===== config.mk =====
export PLATFORM = sky130hd
export DESIGN_NAME = double_counter_flat
export DESIGN_NICKNAME = d
export VERILOG_FILES = /design/src/rtl/double_counter_if.sv /design/src/rtl/double_counter.sv /design/src/flat_wrapper.sv
export SDC_FILE = /design/constraint.sdc
export NUM_CORES = 1
export LEC_CHECK = 0
export ABC_AREA = 1
export BUFFER_PORTS_ARGS = -buffer_cell sky130_fd_sc_hd__buf_2
export CORE_UTILIZATION = 52
export CTS_CLUSTER_DIAMETER = 120
export CTS_CLUSTER_SIZE = 24
export DETAILED_ROUTE_END_ITERATION = 16
export GPL_TIMING_DRIVEN = 0
export PLACE_DENSITY = 0.72
export SLEW_MARGIN = 20
export SYNTH_ARGS = -nofsm -noshare
export SYNTH_HDL_FRONTEND = slang
export SYNTH_SLANG_ARGS = --single-unit
export TNS_END_PERCENT = 5

===== constraint.sdc =====
create_clock -name Clk -period 11.88 [get_ports Clk]
set_clock_uncertainty 0.2 [all_clocks]
set_input_delay 2.376 -clock Clk [delete_from_list [all_inputs] [get_ports Clk]]
set_output_delay 2.376 -clock Clk [all_outputs]
set_load 0.01 [all_outputs]

===== src/rtl/double_counter_if.sv =====
// Count-control and count-result bundle for double_counter.
// The master side drives enable/select; the slave side returns both counts.
interface double_counter_if #(
    parameter int WIDTH = 64
);
    logic             En;
    logic             Slt;
    logic [WIDTH-1:0] Output0;
    logic [WIDTH-1:0] Output1;

    modport master (
        output En,
        output Slt,
        input  Output0,
        input  Output1
    );

    modport slave (
        input  En,
        input  Slt,
        output Output0,
        output Output1
    );
endinterface


===== src/rtl/double_counter.sv =====
// Dual event counter: channel 0 counts every enabled cycle, channel 1 counts
// once per DIV enabled cycles via a prescaler that keeps its partial count.
module double_counter #(
    parameter int WIDTH = 64,
    parameter int DIV   = 4
) (
    input  logic              Clk,
    input  logic              Reset,
    double_counter_if.slave   bus
);
    localparam int PW = (DIV > 1) ? $clog2(DIV) : 1;
    localparam logic [PW-1:0] LAST = PW'(DIV - 1);

    logic [WIDTH-1:0] cnt0;
    logic [WIDTH-1:0] cnt1;
    logic [PW-1:0]    pre;

    // Select steers the single enabled increment, so the channels never advance together.
    always_ff @(posedge Clk or posedge Reset) begin
        if (Reset) begin
            cnt0 <= '0;
            cnt1 <= '0;
            pre  <= '0;
        end else if (bus.En) begin
            if (!bus.Slt) begin
                cnt0 <= cnt0 + 1'b1;
            end else if (pre == LAST) begin
                pre  <= '0;
                cnt1 <= cnt1 + 1'b1;
            end else begin
                pre  <= pre + 1'b1;
            end
        end
    end

    assign bus.Output0 = cnt0;
    assign bus.Output1 = cnt1;
endmodule


===== src/flat_wrapper.sv =====
// flat-port wrapper written by rule: the top's interface ports become plain ports
module double_counter_flat 
#(
    parameter int WIDTH = 64,
    parameter int DIV   = 4
)
  (Clk, Reset, bus_En, bus_Slt, bus_Output0, bus_Output1);
  double_counter_if #(.WIDTH(WIDTH)) bus_i ();
  input  logic Clk;
  input  logic Reset;
  input wire logic [$bits(bus_i.En)-1:0] bus_En;
  input wire logic [$bits(bus_i.Slt)-1:0] bus_Slt;
  output wire logic [$bits(bus_i.Output0)-1:0] bus_Output0;
  output wire logic [$bits(bus_i.Output1)-1:0] bus_Output1;
  assign bus_i.En = bus_En;
  assign bus_i.Slt = bus_Slt;
  assign bus_Output0 = bus_i.Output0;
  assign bus_Output1 = bus_i.Output1;
  double_counter #(.WIDTH(WIDTH), .DIV(DIV)) u_core (.Clk(Clk), .Reset(Reset), .bus(bus_i));
endmodule

==> After elaboration in Yosys (flattened, before gate mapping) <==
Cells that the tools add are included.
{ "totals": {"regBits": 130, "latch_bits": 0, "mem_bits_rw": 0, "rom_bits": 0, "in_bits": 4, "out_inout_bits": 128, "memories": 0} }
{ "op_classes": {"addsub": 3, "multipliers": 0, "div_mod_pow": 0, "order_cmp": 0, "n_eq_ne": 1, "n_shift": 0, "n_mux": 1, "bitwise_logic": 1, "n_reduce_logical": 3} }
{ "op_table": {"columns": ["op", "count"], "rows": [
  ["$add 64x1->64 const B", 2],
  ["$reduce_and 2->1", 2],
  ["$reduce_and 3->1", 1],
  ["$add 2x1->2 const B", 1],
  ["$eq 2x2->1 const B", 1],
  ["$mux 2", 1],
  ["$not 1->1", 1]
]} }

==> Longest topological paths before layout <==
Gate-level depths: netlist of run 1.
{ "depth": {"depth_word": 2, "ltp_mapped": 10} }

==> Worst setup path after synthesis of run 1 <==
Ideal clock, no wire load.
{ "synth_path": {"path_kind": "input port to flip-flop", "start": "in bus_Slt", "end": "reg u_core.cnt0[52], in the netlist u_core.bus.Output0[52]", "setup_time_ns": 0.117, "arrival_ns": 3.306, "required_ns": 11.563, "slack_ns": 8.258, "stages": 9, "n_path_buf": 1, "cell_sequence": "inv_1 -> nand2_2 -> clkinv_2 -> buf_6 -> nand4_2 -> nor2_2 -> nand3_1 -> nand2_1 -> nand2_1"} }
{ "synth_between": {"elab_chain_len": 2} }
{ "synth_rtl": {"columns": ["element", "line", "source"], "rows": [
  ["start, declared", "flat_wrapper.sv:12", "input wire logic [$bits(bus_i.Slt)-1:0] bus_Slt;"],
  ["$not 1->1 (no source line)", null, null],
  ["$reduce_and 2->1 (no source line)", null, null],
  ["end signal, assigned", "double_counter.sv:26", "cnt0 <= cnt0 + 1'b1;"],
  ["end, declared", "double_counter.sv:14", "logic [WIDTH-1:0] cnt0;"]
]} }
Every way passes these cells.
A chain may end at the register's enable or synchronous reset.

==> Final worst setup path of run 1 <==
Same ends and word-level chain as after synthesis.

==> results of run 1 <==
-- worst paths after layout --
| check | endpoint | depth (start not counted) |
|---|---|---|
| setup / recovery | u_core.bus.Output0[52] | 10 |
| hold / removal | u_core.pre[1] | 2 |
| setup reg to reg | u_core.bus.Output1[60] | 10 |
| hold reg to reg | u_core.pre[1] | 2 |
| max in group asynchronous | u_core.bus.Output1[20] | 3 |
| min in group asynchronous | u_core.bus.Output0[5] | 2 |
-- critical path, stage by stage --
cell and delay [ns]:
buf_2 0.10, inv_1 0.05, nand2_2 0.17, clkinv_2 0.16, buf_6 0.16, nand4_2 0.19, nor2_2 0.37, nand3_1 0.11
nand2_1 0.08, nand2_1 0.05
-- Yosys cell counts (all sizes together) --
cell / count
o21ai: 14
nor4: 2
xnor2: 37
ha: 3
xor2: 41
nor3: 26
clkinv: 1
buf: 2
and2: 2
o21a: 1
nand2: 334
nor3b: 1
o21bai: 2
dfrtp: 130
and3: 1
inv: 107
nand3b: 24
nand3: 58
nand4: 32
nor2: 190
-- where the power goes --
group	internal, mW	switching, mW	total, mW
sequential	0.463	0.0226	0.485
combinational	0.0328	0.0584	0.0913
clock	0.333	0.184	0.517
-- sequential cells by signal (all words and copies together), names as in the netlist --
register and flops:
u_core.pre 2, u_core.bus.Output0 64, u_core.bus.Output1 64
-- cell families (layout without fill, tap and decap cells) --
kind of cell	after synthesis	in the layout
xor+xnor	78	78
flops	130	130
buf+inv	110	272
compound gates	17	17
fa+ha+maj	3	3
simple gates	670	670
-- area by class of cell --
cell class,instances,area [um^2],share of cell area (%)
multi-input combinational,768,3930,43.2
sequential,130,3250,35.7
timing repair buffer,132,683,7.50
clock buffer,25,505,5.55
inverter,108,414,4.55
tap,180,225,2.47
clock inverter,5,75.1,0.824
buffer,2,18.8,0.206
-- layer usage --
metal  global-route usage [%]  vias up
li1                         -     3468
met1                     34.3     3321
met2                     48.7      216
met3                     5.54       45
met4                     10.5        0
met5                        0        -
-- through the flow --
| step | area [um^2] | setup slack, ns | hold WS, ns | std cells | power [mW] |
|---|---|---|---|---|---|
| after global placement | 8490 | 4.29 | 0.271 | 1319 | 0.580 |
| after detailed placement | 8530 | 7.71 | 0.279 | 1320 | 0.585 |
| final | 9110 | 8.16 | 0.286 | 1350 | 1.09 |
| after global routing | 9110 | 8.01 | 0.317 | 1350 | 1.13 |
| after floorplan | 7610 | 5.83 | 0.253 | 1008 | 0.550 |
| after CTS | 9110 | 8.14 | 0.293 | 1350 | 1.10 |
==> results.toml, run 1 <==
[timing]
setup_tns_ns = 0
slew_headroom_pct = 67.4
finalSetupViolCount = 0
fmax_ghz = 0.269
period_needed_ns = 3.72
worstMarginPinSlew_ns = 0.485
fin_crit_sh_pct = 31.3
final_hold_viol_count = 0
finalMaxSlewViolations = 0
rsz0062_at_grt = "false"

[die]
initial_utilization_pct = 54.0
core_area_mm2 = 0.0141
die_w_um = 123
die_area_mm2 = 0.0151
io_pins = 132
die_h_um = 123
rows = 43

[critical_path]
timing.rr.start = "u_core.pre[0]"
worstSetupStartpoint = "bus_Slt"
cp.required_ns = 11.99
arrival_ns = 3.84
reg2reg_slack_ns = 9.78
critPathLaunchType = "primary input"
crit_fanout = 10
path_class = "primary input to flip-flop"
end_kind = "flip-flop"

[synthesis]
ys_types = 33
syn-num-nets = 1015
synth_area_leader_cell = "dfrtp_1"
synth-adder-area-share_pct = 0.493
yosys.area_share.simple_pct = 40.9
ys_seq_area_share_pct = 42.7
synthTopCellsByArea = "dfrtp_1, nand2_1, nor2_1"
synth_mux_area_share_pct = 0
synthCells = 1008
syn_area_mm2 = 0.00761
synth_top_family_by_area = "simple AND/OR/NAND/NOR gates"
ys_warn_count = 0
synth_area_per_cell_um2 = 7.55
synth_seq_cells = 130
synth_xor_area_share_pct = 9.07
synth_top_area_share_pct = 42.7
synth-compound-area-share_pct = 1.22

[finish]
drive_gt1_share_pct = 19.2
postLayoutCoreUtil_pct = 64.6
syn2layout_area_growth_pct = 19.7
final_cell_mix = "nand2_1, nor2_1, buf_2, dfrtp_1, inv_1"
layout.nets = 1166
mostFrequentLayoutCell = "nand2_1"
diodes = 0
fillers = 1301

[route]
wl_met1_um = 8430
routed.top_layer = "met4"
routed_wl_um = 20000
drtIter0Drc = 405
firstDrtPassIters = 5
remaining_drc_errors = 0
wl_per_cell_um = 14.8
avgViaCountPerCell = 5.22
postRouteAntennaNets = 0
route.met2.wl_um = 10100
vias = 7050
wl_met3_um = 1030

[cts]
root_buffer = "clkbuf_16"
h-tree-depth = 4
hold_buffers = 0
worstSkewPairLatency_ns = 0.42
path_clk_slew_ns = 0.06
post-cts-setup-buffers = 0
cts_tree = "done"
clkSinkCount = 130
post_cts_resized = 0
cts_buffers = 17
clk_path_buf_depth = 2

[power_and_ir_drop]
power_density_mw_per_mm2 = 120
leakage_nw = 4.50
ir_drop_uv = 163

[place]
io_buffer_count = 131
dp_hpwl_um = 15400
globalplace.congestion = 0.928

[flow_run]
drv_cap = 0

[hold_path]
hold_path_class = "flip-flop to flip-flop"
min_from = "u_core.pre[1]"

[global_route]
antenna_found_initial = 0
overflow = 0
grtUsageTotal_pct = 28.0
grt_pass1_wl_um = 31900
grt_max_degree = 77
grt_pass1_vias = 6495

[status]
outcome = "completed"
Note: power is estimated with default switching activity, not from simulation.
==> inputs of run 2 (changes only) <==
Clock period 11.88 ns to 3.84 ns, I/O delays scaled along.
==> run 2 against run 1 <==
Compared with the run above:
- sequential share of layout area decreased by 0.55 points
- via count increased by 0.48%
- critical path depth unchanged
- register-to-register slack got worse by 8.0 ns
- clock-buffer cell count decreased by 7
- non-clock buffer count increased by 3
- core utilization increased by 1.0 points
- sequential power increased to 3.1 times the previous value
- total power increased to 3.3 times the previous value
- worst hold slack got worse by 0.10 ns
- largest cell class unchanged
==> results.toml, run 2 (synthesis gave the netlist of run 1 again) <==
[critical_path]
end_kind = "flip-flop"
slowest_stage = "nor2_2"
path_class = "primary input to flip-flop"
ff2ff_path_depth = 10
path_common_cell = "nand2_1"
critPathLaunchType = "primary input"
crit_fanout = 10
arrival_ns = 2.26
crit_chain = "buf_2 > inv_1 > nand2_2 > clkinv_2 > buf_6 > nand4_2 > nor2_2 > nand3_1 > nand2_1 > nand2_1"
crit_buf_inv = 4
timing.rr.start = "u_core.pre[0]"
reg2reg_to = "u_core.bus.Output1[56]"
reg2reg_slack_ns = 1.78
cp_top_family = "simple AND/OR/NAND/NOR gates"
max_stage_delay_ns = 0.39
cp.required_ns = 3.96

[global_route]
grt_pass1_wl_um = 33100
grtUsageTotal_pct = 29.0
grt_pass1_vias = 6815
busiest_layer = "met2"
met2_usage_pct = 49.5
antenna_found_initial = 0
met1_usage_pct = 34.8
overflow = 0
grt_use_met3_pct = 5.63
grt_max_degree = 32

[route]
wl_per_cell_um = 14.9
vias = 7084
firstDrtPassIters = 5
remaining_drc_errors = 0
postRouteAntennaNets = 0
drtIter0Drc = 447
routed_wl_um = 20200
avgViaCountPerCell = 5.23

[finish]
drive_gt1_share_pct = 19.8
layout.nets = 1169
final_cells = 1355
final_cell_mix = "nand2_1, nor2_1, buf_2, dfrtp_1, inv_1"
syn2layout_area_growth_pct = 21.5
regArea_mm2 = 0.00325
fillers = 1255
multi_input_area_mm2 = 0.00393
design_area_mm2 = 0.00925
mostFrequentLayoutCell = "nand2_1"
diodes = 0

[status]
outcome = "completed"

[cts]
post-cts-setup-buffers = 0
clkSinkCount = 130
root_buffer = "clkbuf_16"
h-tree-depth = 4
path_clk_slew_ns = 0.06
hold_buffers = 0
worstSkewPairLatency_ns = 0.43
post_cts_resized = 0
cts_buffers = 17
cts_tree = "done"
clk_path_buf_depth = 2

[die]
core_area_mm2 = 0.0141
die_h_um = 123
io_pins = 132
die_area_mm2 = 0.0151
initial_utilization_pct = 54.0
die_w_um = 123
rows = 43

[power_and_ir_drop]
power_density_mw_per_mm2 = 392
ir_drop_uv = 277
leakage_nw = 4.55
total_power_mw = 3.63

[timing]
final_hold_viol_count = 0
slew_headroom_pct = 62.7
rsz0062_at_grt = "false"
finalMaxSlewViolations = 0
hold-worst-slack_ns = 0.186
period_needed_ns = 2.14
finalSetupViolCount = 0
fin_crit_sh_pct = 55.7
worstMarginPinSlew_ns = 0.559
fmax_ghz = 0.468
setup_tns_ns = 0

[place]
dp_hpwl_um = 15700
post_dp_cell_area_mm2 = 0.00858
placed_cells = 1323
io_buffer_count = 131
globalplace.congestion = 0.912

[flow_run]
drv_cap = 0

[hold_path]
hold_path_class = "primary input to async pin"
run 2: cell count changes in the layout (fill, tap and decap cells not counted), sizes merged:
cell | previous run | this run
buf | 134 | 137
bufinv | 2 | 5
clkbuf | 25 | 18
clkinvlp | 0 | 3
inv | 107 | 110
run 2: layout make-up:
type	instances	area share, %
multi-input cells	768	42.5
flip-flops and latches	130	35.2
repair buffers	135	8.04
clock buffers	18	4.75
inverters	108	4.44
clock inverters	14	2.45
well taps	180	2.44
plain buffers	2	0.203
run 2: worst max path at each step:
stage / slack (ns) / cells past startpoint / end / startpoint
after floorplan: 1.26 / 1 / u_core.bus.Output0[0] / Reset
after global placement: 0.38 / 2 / u_core.bus.Output1[57] / Reset
after detailed placement: 1.27 / 10 / u_core.bus.Output0[52] / bus_Slt
after CTS: 1.74 / 10 / u_core.bus.Output0[52] / bus_Slt
after global routing: 1.53 / 10 / u_core.bus.Output1[60] / u_core.pre[0]
final: 1.70 / 10 / u_core.bus.Output0[52] / bus_Slt
run 2: routing by layer:
metal,up-vias,part of all wire (%)
li1,3482,-
met1,3284,41
met2,263,49
met3,55,6.3
met4,0,3.5
met5,-,0
run 2: where the power goes:
part	switching (mW)	internal (mW)	leakage, nW
Sequential	0.0660	1.43	1.78
Combinational	0.180	0.108	2.45
Clock	0.662	1.18	0.318
run 2: per-stage QoR:
stage / setup WS (ns) / utilization, %
final: 1.70 / 65.6
after global routing: 1.53 / 65.6
after CTS: 1.74 / 65.6
after detailed placement: 1.27 / 60.9
after global placement: 0.377 / 60.3
after floorplan: 1.26 / -
==> inputs of run 3 (changes only) <==
Settings changed: CORE_UTILIZATION 52 to 51, PLACE_DENSITY 0.72 to 0.74.
Clock period 3.84 ns to 1.72 ns, I/O delays scaled along.
==> run 3 against run 2 <==
Compared with the run above:
- the flow now finishes with violations (negative setup slack)
- setup slack got worse by 1.9 ns
- clock-buffer cell count rose by 3
- combinational power rose to 3.4 times the previous value
- total power rose by 120%
- routed wire length rose by 6.7%
==> results.toml, run 3 (synthesis gave the netlist of run 1 again) <==
[finish]
diodes = 0
mostFrequentLayoutCell = "nand2_1"
final_cell_mix = "nand2_1, buf_2, dfrtp_1, inv_1, nor2_1"
fillers = 1208
drive_gt1_share_pct = 30.0
regArea_mm2 = 0.00327
layout.nets = 1199
postLayoutCoreUtil_pct = 68.1
syn2layout_area_growth_pct = 30.1
multi_input_area_mm2 = 0.00438

[die]
io_pins = 132
core_area_mm2 = 0.0145
die_area_mm2 = 0.0154
die_h_um = 124
die_w_um = 124
rows = 44
initial_utilization_pct = 52.4

[place]
globalplace.congestion = 0.922
dp_hpwl_um = 16100
dp_slack_ns = -0.388
io_buffer_count = 131

[cts]
root_buffer = "clkbuf_16"
clkSinkCount = 130
cts_buffers = 17
cts_tree = "done"
clk_path_buf_depth = 2
h-tree-depth = 4
worstSkewPairLatency_ns = 0.43
path_clk_slew_ns = 0.06

[route]
firstDrtPassIters = 9
vias = 7280
wl_per_cell_um = 15.6
postRouteAntennaNets = 0
avgViaCountPerCell = 5.24
remaining_drc_errors = 0
drtIter0Drc = 571
routed_wl_um = 21600

[status]
outcome = "finished with violations"
violations = "negative setup slack"

[critical_path]
arrival_ns = 2.03
end_kind = "flip-flop"
path_class = "flip-flop to flip-flop"
crit_fanout = 5
critPathLaunchType = "flip-flop"
slowest_stage = "dfrtp_1"
max_stage_delay_ns = 0.35
crit_chain = "ha_2 > inv_2 > nor2_4 > buf_4 > nand2_4 > nor2_2 > nand3_2 > nor2_4 > nand2_1 > nand2_1 > nand2_1"
cp.required_ns = 1.84
path_common_cell = "nand2_1"

[global_route]
grtUsageTotal_pct = 29.5
grt_pass1_vias = 6962
grt_max_degree = 34
grt_pass1_wl_um = 34200
antenna_found_initial = 0
overflow = 0

[timing]
period_needed_ns = 1.91
finalSetupViolCount = 61
finalMaxSlewViolations = 0
final_hold_viol_count = 0
worst_slack_ns = -0.193
slew_headroom_pct = 63.4
worstMarginPinSlew_ns = 0.548
rsz0062_at_grt = "true"
fin_crit_sh_pct = 111
fmax_ghz = 0.523

[flow_run]
drv_cap = 0

[power_and_ir_drop]
power_density_mw_per_mm2 = 806
leakage_nw = 4.80
ir_drop_uv = 840

[hold_path]
hold_path_class = "primary input to flip-flop"
run 3: final timing paths:
path	to	slack (ns)	start	cells after the start
min in group asynchronous	u_core.bus.Output0[4]	0.33	Reset	3
hold / removal	u_core.pre[1]	0.10	bus_Slt	4
setup reg to reg	u_core.bus.Output1[53]	-0.19	u_core.pre[0]	11
max in group asynchronous	u_core.bus.Output1[29]	0.23	Reset	5
setup / recovery	u_core.bus.Output1[53]	-0.19	u_core.pre[0]	11
hold reg to reg	u_core.bus.Output0[62]	0.29	u_core.bus.Output0[62]	2
run 3: layer usage:
metal  up-vias  global-route usage [%]  part of all wire, %
li1       3540                       -                    -
met1      3412                    34.2                   39
met2       269                    52.0                   51
met3        59                    5.72                  6.2
met4         0                    14.1                  3.9
met5         -                       0                    0
run 3: what timing repair did:
action | 4_1_cts | 5_1_grt
hold buffers | 1 | 0
buffers inserted | 16 | 13
pin swaps | 21 | 34
hold endpoints to repair | 19 | 0
gates resized for setup | 82 | 72
setup endpoints to repair | 88 | 99
run 3: worst max-delay path: cells and delay by family, from the launching register on:
| family | cells | cell delay, ns |
|---|---|---|
| and+or+nand+nor | 8 | 0.85 |
| adders and majority gates | 1 | 0.19 |
| buffers and inverters | 2 | 0.21 |
| DFF | 1 | 0.35 |
run 3: cell type report:
| cell class | instances | area share (%) |
|---|---|---|
| Clock inverter | 11 | 1.38 |
| Timing Repair Buffer | 165 | 10.0 |
| Inverter | 108 | 4.15 |
| Sequential cell | 130 | 33.1 |
| Buffer | 2 | 0.265 |
| Tap cell | 184 | 2.33 |
| Clock buffer | 21 | 4.55 |
| Multi-Input combinational cell | 768 | 44.3 |
run 3: through the flow:
stage / cells / instance area (um^2) / total power [mW] / TNS, ns / hold WS, ns
global placement: 1323 / 8500 / 4.01 / -179.63 / 0.272
detailed placement: 1327 / 8580 / 4.05 / -13.87 / 0.215
global route: 1389 / 9900 / 8.28 / -11.28 / 0.139
CTS: 1376 / 9580 / 7.92 / -3.36 / 0.115
finish: 1389 / 9900 / 7.98 / -3.43 / 0.102
floorplan: 1008 / 7610 / 3.80 / -56.73 / 0.253
run 3: where the power goes:
group / switching, mW / internal (mW) / total, mW
logic: 0.527 / 0.457 / 0.983
clock network: 1.36 / 2.30 / 3.66
registers: 0.143 / 3.20 / 3.34
